<file path="src/rtl/bht_wr_sched.sv">
// Write scheduler for the committed and speculative branch-history tables:
// buffers decoder corrections, applies speculative shifts, and rebuilds the
// speculative table from the committed one entry per cycle after a flush.
module bht_wr_sched #(
  parameter int HASH_BITS = 6,
  parameter int BHR_BITS  = 5,
  parameter int CQ_DEPTH  = 4
) (
  input  logic                 clk,
  input  logic                 rst,
  input  logic                 flush_i,
  input  logic                 pred_valid_i,
  input  logic [HASH_BITS-1:0] pred_idx_i,
  input  logic                 pred_flag_i,
  input  logic                 corr_valid_i,
  input  logic [HASH_BITS-1:0] corr_idx_i,
  input  logic                 corr_flag_i,
  output logic                 corr_ready_o,
  output logic [HASH_BITS-1:0] spec_ridx_o,
  input  logic [BHR_BITS-1:0]  spec_rdata_i,
  output logic                 spec_we_o,
  output logic [HASH_BITS-1:0] spec_widx_o,
  output logic [BHR_BITS-1:0]  spec_wdata_o,
  output logic [HASH_BITS-1:0] cmt_ridx_o,
  input  logic [BHR_BITS-1:0]  cmt_rdata_i,
  output logic                 cmt_we_o,
  output logic [HASH_BITS-1:0] cmt_widx_o,
  output logic [BHR_BITS-1:0]  cmt_wdata_o,
  output logic                 busy_o
);

  localparam int PTR_W = (CQ_DEPTH > 1) ? $clog2(CQ_DEPTH) : 1;
  localparam int CNT_W = PTR_W + 1;
  localparam logic [HASH_BITS-1:0] LAST_IDX = {HASH_BITS{1'b1}};
  localparam logic [CNT_W-1:0]     FULL_CNT = CNT_W'(CQ_DEPTH);

  typedef enum logic [1:0] {
    IDLE    = 2'd0,
    DRAIN   = 2'd1,
    REBUILD = 2'd2
  } state_t;

  state_t state, state_nxt;

  logic [HASH_BITS-1:0] q_idx  [CQ_DEPTH];
  logic                 q_flag [CQ_DEPTH];
  logic [PTR_W-1:0]     rd_ptr, wr_ptr;
  logic [CNT_W-1:0]     cnt;
  logic [HASH_BITS-1:0] rb_cnt, rb_cnt_nxt;

  logic q_empty, q_full, push, pop;

  // Shift a new outcome into the LSB of a history word.
  function automatic logic [BHR_BITS-1:0] shift_in(input logic [BHR_BITS-1:0] hist,
                                                   input logic                flag);
    return {hist[BHR_BITS-2:0], flag};
  endfunction

  assign q_empty      = (cnt == '0);
  assign q_full       = (cnt == FULL_CNT);
  assign corr_ready_o = !q_full && (state == IDLE);
  assign push         = corr_valid_i && corr_ready_o;
  assign pop          = !q_empty;
  assign busy_o       = (state != IDLE);

  always_comb begin
    state_nxt    = state;
    rb_cnt_nxt   = rb_cnt;
    spec_ridx_o  = '0;
    spec_we_o    = 1'b0;
    spec_widx_o  = '0;
    spec_wdata_o = '0;
    cmt_ridx_o   = '0;
    cmt_we_o     = 1'b0;
    cmt_widx_o   = '0;
    cmt_wdata_o  = '0;

    // The head drains whenever present; a push this cycle is only visible next cycle.
    if (pop) begin
      cmt_we_o    = 1'b1;
      cmt_ridx_o  = q_idx[rd_ptr];
      cmt_widx_o  = q_idx[rd_ptr];
      cmt_wdata_o = shift_in(cmt_rdata_i, q_flag[rd_ptr]);
    end

    case (state)
      IDLE: begin
        if (flush_i) begin
          state_nxt = DRAIN;
        end else if (pred_valid_i) begin
          spec_we_o    = 1'b1;
          spec_ridx_o  = pred_idx_i;
          spec_widx_o  = pred_idx_i;
          spec_wdata_o = shift_in(spec_rdata_i, pred_flag_i);
        end
      end
      DRAIN: begin
        if (q_empty) begin
          state_nxt  = REBUILD;
          rb_cnt_nxt = '0;
        end
      end
      REBUILD: begin
        if (!pop) begin
          cmt_ridx_o = rb_cnt;
        end
        spec_we_o    = 1'b1;
        spec_widx_o  = rb_cnt;
        spec_wdata_o = cmt_rdata_i;
        if (flush_i) begin
          rb_cnt_nxt = '0;
        end else if (rb_cnt == LAST_IDX) begin
          state_nxt  = IDLE;
          rb_cnt_nxt = '0;
        end else begin
          rb_cnt_nxt = rb_cnt + 1'b1;
        end
      end
      default: begin
        state_nxt  = IDLE;
        rb_cnt_nxt = '0;
      end
    endcase
  end

  always_ff @(posedge clk) begin
    if (rst) begin
      state  <= IDLE;
      rb_cnt <= '0;
      rd_ptr <= '0;
      wr_ptr <= '0;
      cnt    <= '0;
    end else begin
      state  <= state_nxt;
      rb_cnt <= rb_cnt_nxt;
      if (push) wr_ptr <= wr_ptr + 1'b1;
      if (pop)  rd_ptr <= rd_ptr + 1'b1;
      case ({push, pop})
        2'b10:   cnt <= cnt + 1'b1;
        2'b01:   cnt <= cnt - 1'b1;
        default: cnt <= cnt;
      endcase
    end
  end

  // Queue storage carries no reset; occupancy alone decides validity.
  always_ff @(posedge clk) begin
    if (push) begin
      q_idx[wr_ptr]  <= corr_idx_i;
      q_flag[wr_ptr] <= corr_flag_i;
    end
  end

endmodule

</file>
<file path="config.mk">
export PLATFORM = sky130hd
export DESIGN_NAME = bht_wr_sched
export DESIGN_NICKNAME = d
export VERILOG_FILES = /design/src/rtl/bht_wr_sched.sv
export SDC_FILE = /design/constraint.sdc
export NUM_CORES = 1
export LEC_CHECK = 0
export BUFFER_PORTS_ARGS = -buffer_cell sky130_fd_sc_hd__buf_2
export CAP_MARGIN = 0
export CORE_ASPECT_RATIO = 1.1
export CORE_MARGIN = 1.5
export CORE_UTILIZATION = 48
export DETAILED_ROUTE_END_ITERATION = 7
export GPL_ROUTABILITY_DRIVEN = 0
export PLACE_DENSITY = 0.76
export SYNTH_ARGS = -nofsm -noshare
export SYNTH_HDL_FRONTEND = slang
export SYNTH_SLANG_ARGS = --single-unit
</file>
<file path="constraint.sdc">
create_clock -name clk -period 2.31 [get_ports clk]
set_input_delay 0.3465 -clock clk [delete_from_list [all_inputs] [get_ports clk]]
set_output_delay 0.3465 -clock clk [all_outputs]
set_load 0.02 [all_outputs]
</file>
==> results of run 1 <==
-- flip-flops by register name (all words and copies together), names as in the netlist, named ones only --
signal  count
q_idx      24
rb_cnt      6
q_flag      4
cnt         3
rd_ptr      2
state       2
wr_ptr      2
-- cells by family (layout without fill, tap and decap cells) --
family / Yosys count / count (layout) / synth area share [%]
buf+inv: 13 / 85 / 2.95
simple gates: 55 / 55 / 15.4
flops: 45 / 45 / 54.7
mux: 8 / 8 / 7.76
fa+ha+maj: 7 / 7 / 4.40
xor+xnor: 9 / 9 / 3.65
compound gates: 32 / 32 / 11.1
-- synth_stat cells (2+ instances only) --
library cell / n
sky130_fd_sc_hd__mux4_2: 7
sky130_fd_sc_hd__nor2_1: 18
sky130_fd_sc_hd__clkbuf_1: 3
sky130_fd_sc_hd__dfxtp_1: 17
sky130_fd_sc_hd__o2111ai_1: 2
sky130_fd_sc_hd__edfxtp_1: 28
sky130_fd_sc_hd__inv_1: 7
sky130_fd_sc_hd__and2_1: 19
sky130_fd_sc_hd__buf_4: 2
sky130_fd_sc_hd__and3_1: 2
sky130_fd_sc_hd__ha_1: 6
sky130_fd_sc_hd__nand2b_1: 2
sky130_fd_sc_hd__a21oi_1: 5
sky130_fd_sc_hd__xnor2_1: 2
sky130_fd_sc_hd__xor2_1: 7
sky130_fd_sc_hd__a21o_1: 12
sky130_fd_sc_hd__o21ai_0: 4
sky130_fd_sc_hd__and2_4: 2
sky130_fd_sc_hd__a22o_1: 5
-- routing by layer --
| layer | up-vias | share of wire [%] | track usage (%) |
|---|---|---|---|
| met5 | - | 0 | 0 |
| met4 | 0 | 1.7 | 8.62 |
| met3 | 7 | 7.5 | 3.52 |
| met2 | 74 | 52 | 34.7 |
| met1 | 735 | 39 | 18.7 |
| li1 | 752 | - | - |
-- per-stage QoR --
stage / total power [mW] / util [%]
5_1_grt: 3.17 / 61.7
4_1_cts: 3.01 / 61.7
6_report: 2.99 / 61.7
2_1_floorplan: 2.06 / -
3_5_place_dp: 2.44 / 59.1
3_3_place_gp: 2.41 / 59.1
-- area by class of cell --
| cell class | instances | area share (%) |
|---|---|---|
| clock buffer | 5 | 2.58 |
| clock inverter | 3 | 1.55 |
| inverter | 7 | 0.986 |
| multi-input combinational | 111 | 34.4 |
| sequential | 45 | 44.3 |
| tap | 54 | 2.54 |
| timing repair buffer | 70 | 13.6 |
-- timing repair --
| item | 4_1_cts | 5_1_grt |
|---|---|---|
| resized for setup | 0 | 1 |
| setup endpoints to repair | 0 | 6 |
| hold buffers | 0 | 0 |
-- worst max-delay path by stage --
stage                          from       endpoint  cells after the start  slack (ps)
final                     flip-flop  cmt_ridx_o[0]                      5         120
after global routing      flip-flop  cmt_ridx_o[0]                      5          50
after CTS                    cnt[0]  cmt_ridx_o[5]                      4          50
after detailed placement     cnt[0]         cnt[2]                      7         260
after global placement       cnt[0]         cnt[2]                      7         300
after floorplan            state[1]         cnt[2]                      9         280
-- power by group through the flow --
| stage | sequential, mW | clock, mW | combinational (mW) |
|---|---|---|---|
| 2_1_floorplan | 1.08 | 0 | 0.987 |
| 3_3_place_gp | 1.11 | 0 | 1.30 |
| 3_5_place_dp | 1.11 | 0 | 1.32 |
| 4_1_cts | 1.10 | 0.580 | 1.34 |
| 5_1_grt | 1.11 | 0.612 | 1.45 |
| 6_report | 1.09 | 0.571 | 1.32 |
==> results.txt, run 1 <==
The flow ran to the end, and the final reports show no timing, DRC or antenna violations. The analysis attributes to net switching a power of 1.12 mW. Synthesis instantiated 38 different standard cells from the library. The worst path needs 2190 ps of the cycle, external delays included.

For this run, the post-layout net count is 276. The top-area cell type share of the netlist area came out at 38.9%. The startpoint identified for the worst hold timing path is corr_flag_i. On the critical path the largest part of the delay comes from multiplexers.

In the layout the commonest cells are sky130_fd_sc_hd__buf_2, sky130_fd_sc_hd__edfxtp_1, sky130_fd_sc_hd__and2_1. Of all flip-flops after synthesis, the portion carrying an async set or reset was 0%. The violation count after the first detailed-routing iteration is 94, and the residual DRC count is 0. For the multi-input logic area, the log shows 917 um^2. STA classifies the critical path startpoint as a flip-flop. The total congestion overflow was 0; the number of flops mapped to enable cells by yosys was 28.

The filler cell count in the final layout was 354; the number of diodes was 0. Dividing total power by cell area gives a power density of 1120 nW/um^2. Clock skew on the completed layout was measured at 5.29 ps.

In this run the core area contains 25 standard-cell rows. The worst min-delay path class was primary input to flip-flop. The run gives 2550 um^2 as the cell area reported after detailed placement. The commonest non-fill, non-tap cell in the layout is sky130_fd_sc_hd__buf_2. The count of final max-slew check failures was 0; the number of buffers and inverters on the critical path was 2. The mapped netlist covers 2160 um^2. Measured against its own limit, the worst slew margin works out to 73.2%. The leakage power was 1.21 nW; the depth of the CTS H-tree was 2. Once layout is done, the placed cells without fillers occupy 2670 um^2.

The total routing resource utilization after global routing was 18.2%. In the synthesized netlist the dominant register cell turns out to be sky130_fd_sc_hd__edfxtp_1. The mean area per synthesized cell is 12.8 um^2, and the number of detailed-routing iterations run before antenna repair is 4.

The cell count of the worst hold path was 1. The hold path endpoint was q_flag[3]. The master cell of the clock root buffer is sky130_fd_sc_hd__clkbuf_8.

The tools report the setup slack at placement as 255 ps. The worst flop-to-flop path endpoint is cnt[2]. The tools report the maximum clock path buffer count as 2. The final route contains 1568 vias. Required time at the endpoint of the critical path: 1960 ps. In this design, the stage delay of the slowest critical-path cell is 530 ps.

Setup repair after global routing left no endpoint under its margin. The first global-routing pass estimated 6340 um of wire. The worst register-to-register path has a setup slack of 220 ps. The synthesized design contains 45 register bits. Entering global routing, the biggest net connects 17 pins. CTS saw 45 sinks. Initial antenna violation count: 0. The highest ir drop seen on vdd was 580 uV. The critical-path cell with the highest stage delay was sky130_fd_sc_hd__mux4_2. sky130_fd_sc_hd__edfxtp_1 takes more of the synthesized area than any other cell. Post-CTS timing repair inserted 0 buffers for setup. The share of post-route cells with drive strength above 1 is 38.2%.

Sorting the synthesized cells by area gives the leading types as sky130_fd_sc_hd__edfxtp_1, sky130_fd_sc_hd__dfxtp_1, sky130_fd_sc_hd__mux4_2. The run gives 4320 um^2 as the area inside the core boundary. Max-cap violations in this run came to 0. The die covers 4910 um^2. The remaining antenna violation count after routing is 0.

After clock tree synthesis, the clock-pin slew on the worst setup and hold paths is 80 ps. During placement, the flow inserted port buffers numbering 65. 67 I/O pins were placed. TritonCTS built the clock tree. Once routing completed, OpenROAD measured the worst setup slack at 119 ps. The number of clock buffers inserted by TritonCTS was 5; the height of the die was 73.4 um. Share of the clock period used by the worst path after layout: 94.9%.

The tools report the worst slack on hold paths as 262 ps. The run gives 0 ps as the summed negative setup slack over all endpoints. Traced cell by cell, the critical path runs through buf_4 > mux4_2 > and2_1 > a21o_1 > buf_2.

The x dimension of the die is 67.0 um. Data on the critical path arrives at its endpoint at 1840 ps. The starting density of the core came out at 50.0%. Net switching is 37.6% of the power.

The final hold violation count is 0. The run gives 290 ps as the source-to-sink clock delay at the later pin of the worst-skew pair. Synthesis produced a netlist with a net count of 205. Once layout is complete, the cells apart from fillers number 295. The via count of the first global-routing pass came out at 1432. Setup violations remaining at the end of the flow were counted as 0.

The worst setup path is captured at a primary output. For the sequential element share of the synthesized area, the log shows 54.7%. The area added between synthesis and finish is 23.4%, and the detailed-placement wirelength estimate is 3080 um.

The worst-margin pin slew works out to 402 ps. The setup path with the least slack is of type flip-flop to primary output. The number of cells on the worst reg-to-reg path is 9. The post-placement cell count came out at 287. Maximum clock rate: 0.456 GHz. During synthesis, Yosys emitted a total of 0 warnings.

Summed over all layers, the routed wires come to 4270 um. Per report_power, the sequential group accounts for 36.6% of the total. Combinational logic burns 44.3% of the power. After technology mapping, the gate count stands at 169. After detailed routing, the average wire length per cell comes to 14.5 um.

Of the total power, the clock network draws 19.1%. Along the worst path, the maximum fanout reaches 7. In this run the critical register-to-register path is launched from state[1].

The internal portion of the total power is 1.86 mW. Summing all flip-flop and latch instances after layout gives 1180 um^2. Dividing the detail-routed via count by the number of cells gives 5.32.
Power figures use the tool's default switching activity.
==> inputs of run 2 (changes only) <==
REMOVE_ABC_BUFFERS = 1   (was default)
==> results.txt, run 2 (synthesis results as in run 1) <==
Share of post-route cells with drive strength above 1: 38.8% (+0.67 points). The met1 global-route usage is 19.3% (+0.61 points), and the mean number of vias per cell is 5.17 (-2.7%). The first-pass GRT wire length is 6240 um (-1.5%). The run finished with clean final reports. The longest individual stage delay on the worst path came out at 500 ps (-30 ps).

For the clock sink count, the log shows 45 (unchanged). The tools report the critical hold path startpoint as corr_flag_i. The tools report the net count of the finished layout as 277 (+0.36%). For the number of diodes, the log shows 0 (unchanged). In the layout the commonest cells are sky130_fd_sc_hd__buf_2, sky130_fd_sc_hd__edfxtp_1, sky130_fd_sc_hd__and2_1. The maximum number of pins on one net before global-route repair is 17 (unchanged), and the area added between synthesis and finish is 23.0%.

Number of buffers and inverters on the critical path: 2 (unchanged). The global-route track usage on met2 was 32.9% (-1.8 points). TritonCTS built the clock tree. The run gives 0 ps (unchanged) as the summed negative setup slack over all endpoints. The final hold violation count was 0 (unchanged); the source-to-sink clock delay at the later pin of the worst-skew pair was 310 ps (+20 ps). The number of port buffers was 65 (unchanged); the via count of the first global-routing pass was 1387 (-3.1%).

Floorplan die area: 4910 um^2 (unchanged). The library cell used most frequently in the layout, excluding fill and tap cells, is sky130_fd_sc_hd__buf_2. The register with the most flip-flops in the final layout is q_idx.

The worst max-slew margin expressed relative to the limit was 73.1% (-0.086 points); the max-cap check violation count was 0 (unchanged). The tools report the initial antenna violation count as 0 (unchanged). The tools report the residual DRC count as 0 (unchanged).

The peak fanout along the critical path was 7 (unchanged); the final critical delay including setup and external delays was 2180 ps (-12.0 ps). The tools report the detailed-placement wirelength estimate as 3100 um (+0.52%). Traced cell by cell, the critical path runs through buf_4 > mux4_2 > and2_1 > a21o_1 > buf_2. The run gives 2 (unchanged) as the depth of the CTS H-tree.

Setup repair after global routing left no endpoint under its margin. Critical path's top delay family: multiplexers. Number of detailed-routing iterations run before antenna repair: 4 (unchanged). met2 is the most crowded layer.

The filler cell count in the final layout was 355 (+0.28%); the leakage power was 1.21 nW (-0.14%). For the final clock skew, the log shows 8.78 ps (+3.50 ps). The logs give 4320 um^2 (unchanged) for the area inside the core boundary and 5 (unchanged) for the number of clock buffers inserted by TritonCTS. The remaining antenna violation count after routing was 0 (unchanged); the share of the clock period used by the worst path after layout was 94.3% (-0.52 points).

The tools report the total setup violations reported at the end of the flow as 0 (unchanged). The height of the die was 73.4 um (unchanged). The arrival time reported for the critical path endpoint is 1830 ps (about the same). The run gives 1960 ps (about the same) as the required time at the endpoint of the critical path. Detailed-route wire length per cell: 14.2 um (-2.0%). The clock-pin slew on the worst setup and hold paths works out to 90 ps (about the same).

The tree is rooted in a sky130_fd_sc_hd__clkbuf_8. The count of final max-slew check failures was 0 (unchanged). The tools report the startpoint of the most critical register-to-register path as cnt[0]. The routing usage on met3 was 4.75% (+1.2 points). The worst setup path is of the flip-flop to primary output kind. The maximum clock rate is 0.459 GHz (+0.55%), and the worst-margin pin slew is 403 ps (+1.29 ps). For the number of buffers inserted to repair setup after CTS, the log shows 0 (unchanged). The power per unit of standard cell area was 1100 nW/um^2 (-2.0%). The core occupancy in the finished layout was 61.5% (-0.20 points). The critical-path cell with the highest stage delay was sky130_fd_sc_hd__mux4_2. The top-level port count was 67 (unchanged). The logs give 1531 (-2.4%) for the vias after detailed routing and 25 (unchanged) for the number of standard-cell rows in the floorplan. For the total length of routed wires, the log shows 4200 um (-1.7%). Critical path endpoint category: a primary output. The highest ir drop seen on vdd was 494 uV (-15%); the x dimension of the die was 67.0 um (unchanged).

The starting density of the core was 50.0% (unchanged). Setup slack of the most critical reg-to-reg path: 230 ps (about the same). The nature of the critical path startpoint is a flip-flop. The run gives 0 (unchanged) as the total congestion overflow.

In the final layout, the registers with the most flip-flops are q_idx x24, rb_cnt x6, q_flag x4. Maximum clock path buffer count: 2 (unchanged). The violation count after the first detailed-routing iteration was 64 (-32%). The total routing resource utilization after global routing was 17.7% (-0.42 points). The number of flip-flops in the largest register is 24 (unchanged). The path class of the tightest hold or removal check is primary input to flip-flop.
## run 2: path summary, 6_finish.rpt
check | to | cells after the start
worst max register to register | cnt[2] | 9
worst min-delay path | q_flag[3] | 1
worst min register to register | flip-flop | 2
worst max-delay path | cmt_ridx_o[1] | 5
## run 2: repair_timing
action | in CTS | in global routing
hold buffers | 0 | 0
gates resized for setup | 0 | 1
setup endpoints to repair | 0 | 6
## run 2: where the power goes
part	leakage, nW	switching, mW	internal [mW]
registers	0.394	0.0970	0.989
clock network	0.0447	0.287	0.218
logic	0.768	0.761	0.565
total	1.21	1.15	1.77
## run 2: per-stage QoR
| step | cells | power, mW | area (um^2) | setup WS [ps] | hold WS, ps |
|---|---|---|---|---|---|
| 2_1_floorplan | 163 | 2.02 | 2120 | 280 | 416 |
| 3_3_place_gp | 288 | 2.42 | 2560 | 317 | 503 |
| 3_5_place_dp | 288 | 2.44 | 2560 | 247 | 521 |
| 4_1_cts | 296 | 2.95 | 2650 | 22.7 | 247 |
| 5_1_grt | 296 | 3.11 | 2660 | 69.6 | 254 |
| 6_report | 296 | 2.92 | 2660 | 131 | 254 |
## run 2: cell type report
type / instances / area, um^2 / share of cell area [%]
Sequential cell: 45 / 1180 / 44.5
Clock inverter: 3 / 25.0 / 0.942
Timing Repair Buffer: 71 / 370 / 13.9
Inverter: 7 / 26.3 / 0.989
Clock buffer: 5 / 68.8 / 2.59
Multi-Input combinational cell: 111 / 917 / 34.5
Tap cell: 54 / 67.6 / 2.54
## run 2: metal layers
layer	vias to the layer above	wire length (um)	part of all wire, %
li1	753	-	-
met3	7	309	7.4
met1	711	1670	40
met2	60	2160	51
met5	-	0	0
met4	0	59	1.4
==> inputs of run 3 (changes only) <==
CELL_PAD_IN_SITES_DETAIL_PLACEMENT = 0   (was default)
CELL_PAD_IN_SITES_GLOBAL_PLACEMENT = 1   (was default)
CORE_UTILIZATION = 36   (was 48)
PLACE_DENSITY = default   (was 0.76)
PLACE_DENSITY_LB_ADDON = 0.1   (was default)
clock period = 1.95 ns   (was 2.31 ns; I/O delays follow)
==> results.txt, run 3 (synthesis results as in run 1) <==
The largest registers in the layout are q_idx x24, rb_cnt x6, q_flag x4. The tools report the number of detailed-routing iterations run before antenna repair as 4 (unchanged). Setup repair after global routing could not meet its margin everywhere. The initial antenna violation count came out at 0 (unchanged). The tools report the max-cap check violation count as 0 (unchanged). The logs give 334 (+13%) for the post-layout instance count excluding filler cells and 0.487 GHz for the maximum clock rate.

The vias after detailed routing came out at 1659 (+8.4%). The largest register by flop count is q_idx. The net count of the finished layout is 292 (+5.4%). The count of final max-slew check failures is 0 (unchanged), and the number of clock buffers inserted by TritonCTS is 5 (unchanged). The worst min-delay path class was primary input to flip-flop. For the core occupancy in the finished layout, the log shows 53.5% (-8.1 points). The sum of internal, switching and leakage power is 4.15 mW (+42%), and the final clock skew is 3.33 ps (-5.45 ps). The clock-pin slew on the worst setup and hold paths is 90 ps (about the same), and the share of post-route cells with drive strength above 1 is 50.2% (+11 points).

The worst setup path is launched from a flip-flop. Depth of the CTS H-tree: 2 (unchanged). The logs give 29 (+16%) for the number of standard-cell rows in the floorplan and 7810 um (+25%) for the first-pass GRT wire length.

The area inside the core boundary was 5770 um^2 (+34%); the peak fanout along the critical path was 5 (-2). The total congestion overflow came out at 0 (unchanged). The area added between synthesis and finish is 42.8%, and the detailed-route wire length per cell is 15.4 um (+8.2%).

The worst max-slew margin expressed relative to the limit was 72.4% (-0.72 points); the clock sink count was 45 (unchanged). For the starting density of the core, the log shows 37.4% (-13 points). The required time at the endpoint of the critical path was 1660 ps (-300 ps). The total routing resource utilization after global routing is 15.7% (-2.0 points).

The final reports fail on negative setup slack. The total length of routed wires is 5130 um (+22%). The top-level port count was 67 (unchanged).

For the maximum number of pins on one net before global-route repair, the log shows 17 (unchanged). The flow ran to the end, but the final reports show violations. The filler cell count in the final layout was 508 (+43%); the number of port buffers was 65 (unchanged). For the floorplan die area, the log shows 6470 um^2 (+32%).

The remaining antenna violation count after routing is 0 (unchanged). The share of the clock period used by the worst path after layout is 105%. The tools report the post-layout worst setup margin as -102 ps (-233 ps). The critical path class was flip-flop to primary output.

The number of flip-flops in the largest register is 24 (unchanged), and the worst-margin pin slew is 414 ps (+10.8 ps). The x dimension of the die is 76.8 um (+15%), and the mean number of vias per cell is 4.97 (-4.0%). The maximum clock path buffer count is 2 (unchanged).

Final hold violation count: 0 (unchanged). Counting I/O delays and the setup requirement, the final critical path takes 2050 ps. The power per unit of standard cell area is 1350 nW/um^2 (+23%), and the source-to-sink clock delay at the later pin of the worst-skew pair is 290 ps (-20 ps). Highest ir drop seen on vdd: 726 uV (+47%).

For the setup slack at placement, the log shows -40.9 ps (-287 ps). The total setup violations reported at the end of the flow was 12 (+12). Leaving out fill and tap cells, the most frequent cells in the layout are sky130_fd_sc_hd__buf_2, sky130_fd_sc_hd__buf_6, sky130_fd_sc_hd__edfxtp_1.

The critical path endpoint category is a primary output. The run gives 0 (unchanged) as the residual DRC count. The detailed-placement wirelength estimate is 3560 um (+15%), and the post-placement cell count is 317 (+10%). The height of the die was 84.2 um (+15%).

TritonCTS built the clock tree. The number of diodes was 0 (unchanged). The master cell of the clock root buffer was sky130_fd_sc_hd__clkbuf_8.

The via count of the first global-routing pass was 1644 (+19%). Commonest non-fill, non-tap cell in the layout: sky130_fd_sc_hd__buf_2. The cts-stage hold buffer count is 0 (unchanged). The arrival time reported for the critical path endpoint is 1760 ps (-70 ps). The leakage power was 1.36 nW (+12%); the violation count after the first detailed-routing iteration was 80 (+25%).
-- run 3: cell types whose count changed in the layout (fill, tap and decap cells not counted), moves of 2 or more --
cell / previous run / this run
sky130_fd_sc_hd__buf_6: 0 / 30
sky130_fd_sc_hd__buf_2: 65 / 38
sky130_fd_sc_hd__and2_1: 19 / 5
sky130_fd_sc_hd__and2_4: 2 / 16
sky130_fd_sc_hd__buf_4: 6 / 14
sky130_fd_sc_hd__dfxtp_1: 17 / 13
sky130_fd_sc_hd__dfxtp_2: 0 / 4
sky130_fd_sc_hd__buf_12: 0 / 2
-- run 3: final cells by class --
class	count	area [um^2]	share of cell area (%)
inverter	7	26.3	0.852
timing repair buffer	86	716	23.2
clock inverter	3	25.0	0.811
tap	77	96.3	3.12
sequential	45	1190	38.5
multi-input combinational	111	966	31.3
clock buffer	5	68.8	2.23
-- run 3: repair_timing --
item | CTS | global route
pin swaps | 11 | 12
gates cloned | 1 | 1
gates resized for setup | 40 | 48
buffers inserted | 5 | 2
endpoints found under the setup margin | 20 | 25
-- run 3: path summary, 6_finish.rpt --
path	startpoint	to	slack [ps]	cells past startpoint
worst max-delay path	cnt[1]	cmt_ridx_o[4]	-100	6
worst min-delay path	corr_flag_i	q_flag[2]	210	1
worst max register to register	cnt[0]	cnt[2]	-60	9
worst min register to register	rd_ptr[1]	flip-flop	540	2
-- run 3: power by group --
part / total [mW] / internal [mW] / switching, mW
clock: 0.589 / 0.261 / 0.328
sequential: 1.28 / 1.18 / 0.108
combinational: 2.28 / 1.20 / 1.08
total: 4.15 / 2.64 / 1.52
-- run 3: worst max-delay path, stage by stage (launching register included) --
cell	delay (ps)
sky130_fd_sc_hd__dfxtp_2	330
sky130_fd_sc_hd__buf_6	110
sky130_fd_sc_hd__or3_4	420
sky130_fd_sc_hd__buf_16	160
sky130_fd_sc_hd__and2_4	160
sky130_fd_sc_hd__a21o_1	160
sky130_fd_sc_hd__buf_6	130
-- run 3: stage by stage --
stage          TNS [ps]  hold WS [ps]  cell area (um^2)
6_report           -636           211              3080
5_1_grt           -1970           200              3080
4_1_cts           -1030           202              2920
3_5_place_dp      -40.9           514              2650
3_3_place_gp          0           502              2650
2_1_floorplan     -98.2           362              2120
-- run 3: layer usage --
metal	GRT usage (%)	part of all wire, %	up-vias
li1	-	-	783
met1	18.0	40	816
met2	29.1	54	58
met3	3.59	5.0	2
met4	4.55	0.64	0
met5	0	0	-
